==> src/rtl/hpdcache_sram_rd_buf_pkg.sv <==
// Shared request type and size defaults for the SRAM read buffer slice.
package hpdcache_sram_rd_buf_pkg;

  localparam int ADDR_SIZE_DEFAULT = 6;
  localparam int DATA_SIZE_DEFAULT = 64;
  localparam int RSP_DEPTH_DEFAULT = 3;

  typedef struct packed {
    logic                         we;
    logic [ADDR_SIZE_DEFAULT-1:0] addr;
    logic [DATA_SIZE_DEFAULT-1:0] wdata;
    logic [DATA_SIZE_DEFAULT-1:0] wmask;
  } req_t;

endpackage

==> src/rtl/hpdcache_sram_rsp_fifo.sv <==
// Small synchronous FIFO holding SRAM read responses; head is read straight from the storage registers.
module hpdcache_sram_rsp_fifo #(
  parameter int DEPTH = 3,
  parameter int WIDTH = 64
) (
  input  logic                           clk,
  input  logic                           rst,
  input  logic                           push,
  input  logic [WIDTH-1:0]               wdata,
  input  logic                           pop,
  output logic [WIDTH-1:0]               rdata,
  output logic                           full,
  output logic                           empty,
  output logic [$clog2(DEPTH+1)-1:0]     count
);

  localparam int PW = (DEPTH > 1) ? $clog2(DEPTH) : 1;
  localparam int CW = $clog2(DEPTH + 1);
  localparam logic [PW-1:0] LAST_PTR = PW'(DEPTH - 1);
  localparam logic [CW-1:0] FULL_CNT = CW'(DEPTH);

  logic [WIDTH-1:0] mem [DEPTH];
  logic [PW-1:0]    wr_ptr;
  logic [PW-1:0]    rd_ptr;
  logic [CW-1:0]    cnt;
  logic             do_push;
  logic             do_pop;

  assign full    = (cnt == FULL_CNT);
  assign empty   = (cnt == '0);
  assign count   = cnt;
  assign rdata   = mem[rd_ptr];
  assign do_pop  = pop & ~empty;
  // A push into a full FIFO is only legal when the head leaves in the same cycle.
  assign do_push = push & (~full | do_pop);

  always_ff @(posedge clk) begin
    if (do_push) mem[wr_ptr] <= wdata;
  end

  always_ff @(posedge clk) begin
    if (rst) begin
      wr_ptr <= '0;
      rd_ptr <= '0;
      cnt    <= '0;
    end else begin
      if (do_push) wr_ptr <= (wr_ptr == LAST_PTR) ? '0 : wr_ptr + 1'b1;
      if (do_pop)  rd_ptr <= (rd_ptr == LAST_PTR) ? '0 : rd_ptr + 1'b1;
      if (do_push & ~do_pop)      cnt <= cnt + 1'b1;
      else if (do_pop & ~do_push) cnt <= cnt - 1'b1;
    end
  end

endmodule

==> src/rtl/hpdcache_sram_rd_buf.sv <==
// SRAM front-end: forwards requests to a 1-cycle-latency SRAM and buffers read data until consumed.
// Define HPDCACHE_SRAM_RD_BUF_BYPASS_EN to forward read data in the SRAM output cycle when the buffer is empty.
module hpdcache_sram_rd_buf
  import hpdcache_sram_rd_buf_pkg::*;
#(
  parameter int ADDR_SIZE = ADDR_SIZE_DEFAULT,
  parameter int DATA_SIZE = DATA_SIZE_DEFAULT,
  parameter int RSP_DEPTH = RSP_DEPTH_DEFAULT
) (
  input  logic                 clk,
  input  logic                 rst,
  input  logic                 req_valid,
  output logic                 req_ready,
  input  logic                 req_we,
  input  logic [ADDR_SIZE-1:0] req_addr,
  input  logic [DATA_SIZE-1:0] req_wdata,
  input  logic [DATA_SIZE-1:0] req_wmask,
  output logic                 sram_cs,
  output logic                 sram_we,
  output logic [ADDR_SIZE-1:0] sram_addr,
  output logic [DATA_SIZE-1:0] sram_wdata,
  output logic [DATA_SIZE-1:0] sram_wmask,
  input  logic [DATA_SIZE-1:0] sram_rdata,
  output logic                 rsp_valid,
  input  logic                 rsp_ready,
  output logic [DATA_SIZE-1:0] rsp_rdata
);

  localparam int CW  = $clog2(RSP_DEPTH + 1);
  localparam int CW1 = CW + 1;
  localparam logic [CW:0] DEPTH_C = CW1'(RSP_DEPTH);

  logic                 inflight;
  logic                 fifo_push;
  logic                 fifo_pop;
  logic                 fifo_full;
  logic                 fifo_empty;
  logic [CW-1:0]        fifo_count;
  logic [DATA_SIZE-1:0] fifo_rdata;
  logic [CW:0]          credit_used;

  // Credit counts the read in the SRAM pipe too, so a popped slot only frees credit next cycle.
  assign credit_used = {1'b0, fifo_count} + {{CW{1'b0}}, inflight};
  assign req_ready   = ~rst & ~fifo_full & (credit_used < DEPTH_C);

  assign sram_cs    = req_valid & req_ready;
  assign sram_we    = req_we;
  assign sram_addr  = req_addr;
  assign sram_wdata = req_wdata;
  assign sram_wmask = req_wmask;

  always_ff @(posedge clk) begin
    if (rst) inflight <= 1'b0;
    else     inflight <= sram_cs & ~req_we;
  end

`ifdef HPDCACHE_SRAM_RD_BUF_BYPASS_EN
  assign rsp_valid = ~rst & (~fifo_empty | inflight);
  assign rsp_rdata = fifo_empty ? sram_rdata : fifo_rdata;
  assign fifo_push = ~rst & inflight & ~(fifo_empty & rsp_ready);
`else
  assign rsp_valid = ~rst & ~fifo_empty;
  assign rsp_rdata = fifo_rdata;
  assign fifo_push = ~rst & inflight;
`endif

  assign fifo_pop = ~rst & ~fifo_empty & rsp_ready;

  hpdcache_sram_rsp_fifo #(
    .DEPTH (RSP_DEPTH),
    .WIDTH (DATA_SIZE)
  ) u_rsp_fifo (
    .clk   (clk),
    .rst   (rst),
    .push  (fifo_push),
    .wdata (sram_rdata),
    .pop   (fifo_pop),
    .rdata (fifo_rdata),
    .full  (fifo_full),
    .empty (fifo_empty),
    .count (fifo_count)
  );

endmodule
==> config.mk <==
export PLATFORM = sky130hd
export DESIGN_NAME = hpdcache_sram_rd_buf
export DESIGN_NICKNAME = d
export VERILOG_FILES = /design/src/rtl/hpdcache_sram_rd_buf_pkg.sv /design/src/rtl/hpdcache_sram_rsp_fifo.sv /design/src/rtl/hpdcache_sram_rd_buf.sv
export SDC_FILE = /design/constraint.sdc
export NUM_CORES = 1
export LEC_CHECK = 0
export ABC_CLOCK_PERIOD_IN_PS = 8510
export CAP_MARGIN = 5
export CORE_ASPECT_RATIO = 0.75
export CORE_MARGIN = 5
export CORE_UTILIZATION = 41
export CTS_CLUSTER_SIZE = 8
export DETAILED_ROUTE_END_ITERATION = 10
export GPL_TIMING_DRIVEN = 0
export PLACE_DENSITY = 0.8
export SYNTH_ARGS = -nofsm -noshare
export SYNTH_HDL_FRONTEND = slang
export SYNTH_SLANG_ARGS = --single-unit
==> constraint.sdc <==
create_clock -name clk -period 8.51 [get_ports clk]
set_clock_uncertainty 0.2 [all_clocks]
set_input_delay 1.2765 -clock clk [delete_from_list [all_inputs] [get_ports clk]]
set_output_delay 1.2765 -clock clk [all_outputs]
set_load 0.01 [all_outputs]
==> results of run 1 <==
stage by stage:
step	TNS [ps]	cells	area (um2)	worst slack [ps]	power, mW
finish	0	1196	12640	4085	2.409
global route	0	1196	12640	4029	2.497
CTS	0	1195	12640	4087	2.440
detailed placement	0	1151	11840	4089	1.429
global placement	-384110	1133	11600	-2110	1.424
floorplan	0	581	8547	1794	1.254
state kept, by name (all words and copies together), names as in the netlist, named ones only:
name / flops
inflight: 1
u_rsp_fifo.count: 2
u_rsp_fifo.mem: 192
u_rsp_fifo.rd_ptr: 2
u_rsp_fifo.wr_ptr: 2
cell families after synthesis:
group / count (synthesis) / share of synthesized area, %
AO/OA/AOI/OAI: 76 / 4.846
AND/OR/NAND/NOR: 76 / 3.616
flip-flops: 201 / 69.57
adder cells (fa/ha/maj): 3 / 0.4392
multiplexers: 64 / 7.495
XOR/XNOR: 2 / 0.2050
buffers and inverters: 159 / 13.83
cells in the final DEF, fill, tap and decap left out, drive strengths merged, types with 2 or more instances in the layout:
| master | Yosys | routed |
|---|---|---|
| o31ai | 2 | 2 |
| nor3 | 3 | 3 |
| xor2 | 2 | 2 |
| ha | 3 | 3 |
| nand2 | 65 | 65 |
| nand3b | 2 | 2 |
| o21ai | 65 | 65 |
| a211o | 3 | 3 |
| mux2i | 64 | 64 |
| buf | 145 | 163 |
| inv | 3 | 4 |
| clkdlybuf4s50 | 0 | 270 |
| clkbuf | 11 | 53 |
| edfxtp | 192 | 192 |
| a21oi | 3 | 3 |
| nor2 | 2 | 2 |
| dfxtp | 9 | 9 |
synthesized netlist by cell type, drive strengths merged:
cell,count,share of area (%)
edfxtp,192,67
buf,145,13
nand2,65,2.9
o21ai,65,3.8
mux2i,64,7.5
clkbuf,11,0.48
dfxtp,9,2.1
a211o,3,0.31
a21oi,3,0.22
ha,3,0.44
inv,3,0.13
nor3,3,0.18
nand3b,2,0.18
nor2,2,0.088
o31ai,2,0.18
xor2,2,0.20
a32o,1,0.12
and2,1,0.073
and3b,1,0.10
nand2b,1,0.073
o21ba,1,0.12
o2bb2ai,1,0.10
or3,1,0.073
area by class of cell:
cell class	count	share of cell area [%]
sequential	201	47.04
timing repair buffer	288	23.10
multi-input combinational	221	11.34
buffer	156	9.265
clock buffer	42	6.127
tap	282	2.791
clock inverter	2	0.2277
inverter	3	0.08908
antenna	1	0.01980
report_power, final:
group          switching, mW  internal (mW)  leakage, nW
logic                  0.119          0.189         2.24
registers            0.00408           1.10         1.80
clock network          0.381          0.620        0.387
final timing paths:
| check | from | end | slack (ps) | cells past startpoint |
|---|---|---|---|---|
| worst max register to register | u_rsp_fifo.count[0] | u_rsp_fifo.mem[0][9] | 5820 | 6 |
| worst max-delay path | rst | sram_cs | 4080 | 5 |
| worst min-delay path | u_rsp_fifo.rd_ptr[1] | flip-flop | 300 | 1 |
| worst min register to register | u_rsp_fifo.rd_ptr[1] | flip-flop | 300 | 1 |
layer usage:
layer,up-vias,share of wire [%]
met4,2,1.9
met1,2620,40
li1,2599,-
met2,218,50
met3,38,8.2
met5,-,0.046
==> impl_summary.md, run 1 <==
Timing
For the pin with the worst max-slew slack, the measured transition is 994.7 ps. Timing would allow up to 0.2260 GHz. The share of the clock period used by the worst path is 52.00%.

The count of final setup violators is 0. The hold violation total from the final report is 0. Hold timing on the final database bottoms out at a slack of 298.1 ps. After layout, the minimum clock period comes to 4425 ps.

Measured against its own limit, the worst slew margin works out to 33.32%. Setup repair after global routing left no endpoint under its margin. The final count of pins violating max slew is 0.

Logic synthesis
The mapped netlist covers 8547 um2. A synthesized cell averages 14.71 um2. In this run, synthesis produced a sequential element count of 201. After technology mapping, the gate count stands at 581. The number of distinct standard cells referenced by the synthesized netlist is 27. The sequential element share of the synthesized area is 69.57%. The Yosys step of the flow raised 0 warnings. The number of nets produced by synthesis is 787.

Detailed routing
In this run the remaining antenna-violating nets after routing total 0. Across all layers, the routed design uses 5,477 vias. Dividing the detail-routed wire length by the instance count gives 19.84 um. The first TritonRoute pass finished after 6 iterations.

In the routed design, unresolved DRC markers number 0. Using the TritonRoute via totals, the vias-per-cell ratio works out to 4.579. The final layout contains routed wiring with a total length of 23,730 um. After the first detailed-routing iteration, the DRC count stood at 305.

GRT
Summed over all layers, the global routing overflow is 0. In the global route stage, met3 resource usage came out at 5.989%. Entering global routing, the biggest net connects 16 pins. The met1 track demand over resource is 23.10%.

Across every metal layer, demand over resource in global routing totals 18.48%. The busiest layer in global routing is met2. The number of antenna violations at the first check in global routing is 2. For this run, global-route usage on met2 was measured as 31.38%. The global-route wire length before repair is 33,890 um. The via count of the first global-routing pass is 5,665.

Die
The total area inside the core boundary comes to 20,380 um2. Measured along the x axis, the die boundary spans 176.7 um. The floorplan die area is 23,860 um2. The height of the chip is 135.0 um. In this run the count of I/O pins placed on the die edge is 405. The standard-cell row count is 45. The effective utilization at floorplan is 41.93%.

Worst setup path
The count of buffering cells on the critical path with inverters included is 2. In this design, the critical path's most frequently occurring cell is sky130_fd_sc_hd__clkdlybuf4s50_1. In this run the worst path has a maximum fanout of 8.

On the worst path, the slowest cell contributes a delay of 530 ps. STA classifies the critical path endpoint as an output pin. The critical path is of the input pin to output pin type. STA classifies the critical path startpoint as an input pin. The arrival time of the worst setup path is 2950 ps. The critical path goes through clkdlybuf4s50_1 -> a211o_1 -> a21oi_2 -> and2_1 -> clkdlybuf4s50_1. At the worst endpoint, the required time is 7030 ps.

For this design, the slowest cell found on the critical path is sky130_fd_sc_hd__clkdlybuf4s50_1. On the critical path the largest part of the delay comes from buffers and inverters.

Layout
In the final design database the tool counted 1,106 nets. For this run, the share of the core covered by cells in the final layout is 62.02%. The multi-input combinational cells in the finished layout cover a total of 1434 um2. Across the whole layout, storage elements account for 5946 um2.

The layout-stage area growth over the synthesis result is 47.90%. The fraction of final layout cells sized beyond drive strength 1 is 21.80%. The number of filler instances in the final layout is 1,528.

Clock network
No sink is reached through more buffers than the 3 on the longest clock path. For this design, the sink count on the clock tree is 201. In this run, post-CTS hold repair placed 0 buffers. After clock tree synthesis, the clock-pin slew on the worst setup and hold paths is 50 ps. The number of levels in the clock H-tree is 1. The post-CTS setup buffer count is 0. TritonCTS built the clock tree. The clock network latency to the later pin of the worst-skew pair is 530 ps. The total CTS buffers is 29.

Gates resized during post-CTS repair numbered 0. The cell sitting at the root of the clock tree is a sky130_fd_sc_hd__clkbuf_16.

Pwr
The leakage power total is 4.432 nW. IR analysis of the VDD net gives a maximum drop of 158.7 uV. The areal power density over the cells is 190.6 nW/um2.

Run status
The flow ran to the end, and the final reports show no timing, DRC or antenna violations.

Place
The number of I/O port buffers is 270. The final weighted congestion in routability-driven placement is 0.8019. The final HPWL from detailed placement is 18,410 um.

Min path
The worst hold path belongs to the class flip-flop to flip-flop.

Job
The number of violations of the max-capacitance limit is 0.
Power figures use the tool's default switching activity.
==> run 2, diff against run 1 <==
--- a/config.mk
+++ b/config.mk
@@ -5,7 +5,7 @@
 export SDC_FILE = /design/constraint.sdc
 export NUM_CORES = 1
 export LEC_CHECK = 0
-export ABC_CLOCK_PERIOD_IN_PS = 8510
+export ABC_CLOCK_PERIOD_IN_PS = 4080
 export CAP_MARGIN = 5
 export CORE_ASPECT_RATIO = 0.75
 export CORE_MARGIN = 5
==> constraint.sdc (replaced) <==
create_clock -name clk -period 4.08 [get_ports clk]
set_clock_uncertainty 0.2 [all_clocks]
set_input_delay 0.612 -clock clk [delete_from_list [all_inputs] [get_ports clk]]
set_output_delay 0.612 -clock clk [all_outputs]
set_load 0.01 [all_outputs]
==> impl_summary.md, run 2 (same netlist as run 1, synthesis figures left out) <==
Run status
The flow ran to the end, and the final reports show no timing, DRC or antenna violations.

Clock network
The total CTS buffers came to 29 (unchanged). In this run the clock root is driven by a sky130_fd_sc_hd__clkbuf_16. The clock network latency to the later pin of the worst-skew pair is 520 ps (about the same). The maximum count of clock buffers along a single path is 3 (unchanged). The clock transition at the registers of the reported paths came to 50 ps (about the same). The number of levels in the clock H-tree is 1 (unchanged). The count of cells resized by post-cts repair is 0 (unchanged). The number of buffers inserted by hold repair at cts is 0 (unchanged). The post-CTS setup buffer count was 0 (unchanged). TritonCTS built the clock tree. The clock sink total is 201 (unchanged).

Timing
The worst max-slew margin expressed relative to the limit is 59.12% (+26 points). The final critical path time including I/O delays and setup is 3166 ps. The final count of pins violating max slew is 0 (unchanged). The worst setup margin came to 913.6 ps (-3171 ps).

The count of final setup violators is 0 (unchanged). The final worst hold slack was 298.9 ps (+0.8090 ps). Setup repair after global routing left no endpoint under its margin.

The hold violation total from the final report is 0 (unchanged). The worst-margin pin slew was 611.3 ps (-383.5 ps). Derived from the worst setup path, the maximum achievable clock frequency is 0.3158 GHz.

The share of the clock period used by the worst path is 77.61%.

Layout
The number of diodes is 0 (-1). The flip-flop count of the largest register after layout came to 192 (unchanged). The fraction of final layout cells sized beyond drive strength 1 was 21.28% (-0.52 points).

In the layout the commonest cells are 270 x sky130_fd_sc_hd__clkdlybuf4s50_1, 192 x sky130_fd_sc_hd__edfxtp_1, 135 x sky130_fd_sc_hd__buf_4, 65 x sky130_fd_sc_hd__nand2_1, 65 x sky130_fd_sc_hd__o21ai_0. The leading cell type in the layout, fill and taps excluded is sky130_fd_sc_hd__clkdlybuf4s50_1. u_rsp_fifo.mem holds more flip-flops than any other register. The layout net count was 1,100 (-0.54%).

The layout-stage area growth over the synthesis result was 47.96% (about the same).

Worst setup path
The worst path required time came to 3270 ps (-3760 ps). The type of the setup path with the least slack is flip-flop to output pin. The largest stage delay on the critical path is 630 ps (+100 ps). The critical-path maximum fanout is 10 (+2). The arrival time of the worst setup path came to 2350 ps (-600 ps).

The signal on the critical path passes through buf_2 -> clkbuf_1 -> o21ai_0 -> clkdlybuf4s50_1. The worst setup path is captured at an output pin. The largest individual stage delay along the critical path comes from the cell sky130_fd_sc_hd__clkdlybuf4s50_1. The count of buffering cells on the critical path with inverters included is 3 (+1). The startpoint type of the worst setup path is a flip-flop. Grouping stages by cell kind, the critical path spends the most delay in buffers and inverters.

Die
The chip width is 176.7 um (unchanged). The total I/O pin count is 405 (unchanged). The standard-cell row count is 45 (unchanged). The height of the chip is 135.0 um (unchanged). The effective utilization at floorplan is 41.93% (unchanged).

The floorplan die area came to 23,860 um2 (unchanged). The core area came to 20,380 um2 (unchanged).

Detailed routing
The wire length per cell after detailed routing came to 19.20 um (-3.2%). The number of remaining DRC errors is 0 (unchanged). The total wire length after detailed routing is 22,830 um (-3.8%).

The count of antenna-violating nets left after detailed routing is 0 (unchanged). The number of detailed-route iterations in the first pass is 4 (-2). The average vias per placed instance was 4.564 (-0.33%). The total via count after detailed routing is 5,427 (-0.91%). The iteration-0 DRC count of the detailed router was 200 (-34%).

GRT
The pin count of the biggest net entering global routing came to 20 (+4). The global-route wire length before repair was 32,090 um (-5.3%). The via count of the first global-routing pass came to 5,522 (-2.5%). The number of antenna violations at the first check in global routing came to 0 (-2). The total grt overflow is 0 (unchanged). The global-route usage over all layers was 17.45% (-1.0 points).

Pwr
The leakage power total is 4.407 nW (-0.55%). The total power was 5.000 mW (+110%). The areal power density over the cells was 395.4 nW/um2 (+110%).

The maximum vdd ir drop came to 360.2 uV (+130%).

Place
The final HPWL from detailed placement is 17,260 um (-6.2%). The worst slack at placement is 723.4 ps (-3366 ps). The final weighted congestion in routability-driven placement is 0.8585 (+7.1%). The number of I/O port buffers was 270 (unchanged).

Job
The number of violations of the max-capacitance limit was 0 (unchanged).

Min path
The min-delay analysis places its worst path in the category flip-flop to flip-flop.
==> run 2: cell count changes in the layout (fill, tap and decap cells not counted), sizes merged <==
cell / change
diode: -1
buf: -6
==> run 2: path summary, 6_finish.rpt <==
path | start | endpoint | slack [ps] | cells past startpoint
worst max register to register | u_rsp_fifo.count[0] | u_rsp_fifo.mem[2][12] | 1520 | 6
worst max-delay path | flip-flop | rsp_rdata[58] | 910 | 4
worst min register to register | u_rsp_fifo.rd_ptr[1] | u_rsp_fifo.rd_ptr[1] | 300 | 1
worst min-delay path | u_rsp_fifo.rd_ptr[1] | u_rsp_fifo.rd_ptr[1] | 300 | 1
==> run 2: power breakdown <==
group / internal [mW] / switching, mW / total [mW]
clock: 1.29 / 0.775 / 2.06
sequential: 2.29 / 0.00911 / 2.30
combinational: 0.395 / 0.248 / 0.643
total: 3.97 / 1.03 / 5.00
==> run 2: cell type report <==
type / instances / area (um2)
plain buffers: 156 / 1171
clock buffers: 42 / 774.5
clock inverters: 2 / 17.52
fillers: 1547 / 7736
inverters: 3 / 11.26
multi-input cells: 221 / 1453
flip-flops and latches: 201 / 5946
well taps: 282 / 352.8
repair buffers: 282 / 2920
==> run 2: through the flow <==
stage / TNS [ps] / std cells / util, % / instance area, um2
2_1_floorplan: -8456 / 581 / - / 8562
3_3_place_gp: -455450 / 1133 / 57.00 / 11620
3_5_place_dp: 0 / 1145 / 58.16 / 11850
4_1_cts: 0 / 1189 / 62.04 / 12650
5_1_grt: 0 / 1189 / 62.04 / 12650
6_report: 0 / 1189 / 62.04 / 12650
==> run 2: per-layer routing <==
| metal | vias to the layer above | routed length [um] | GRT usage [%] |
|---|---|---|---|
| li1 | 2587 | - | - |
| met1 | 2626 | 9237 | 21.99 |
| met2 | 187 | 11480 | 30.15 |
| met3 | 27 | 1807 | 5.514 |
| met4 | 0 | 310 | 3.093 |
| met5 | - | 0 | 0 |
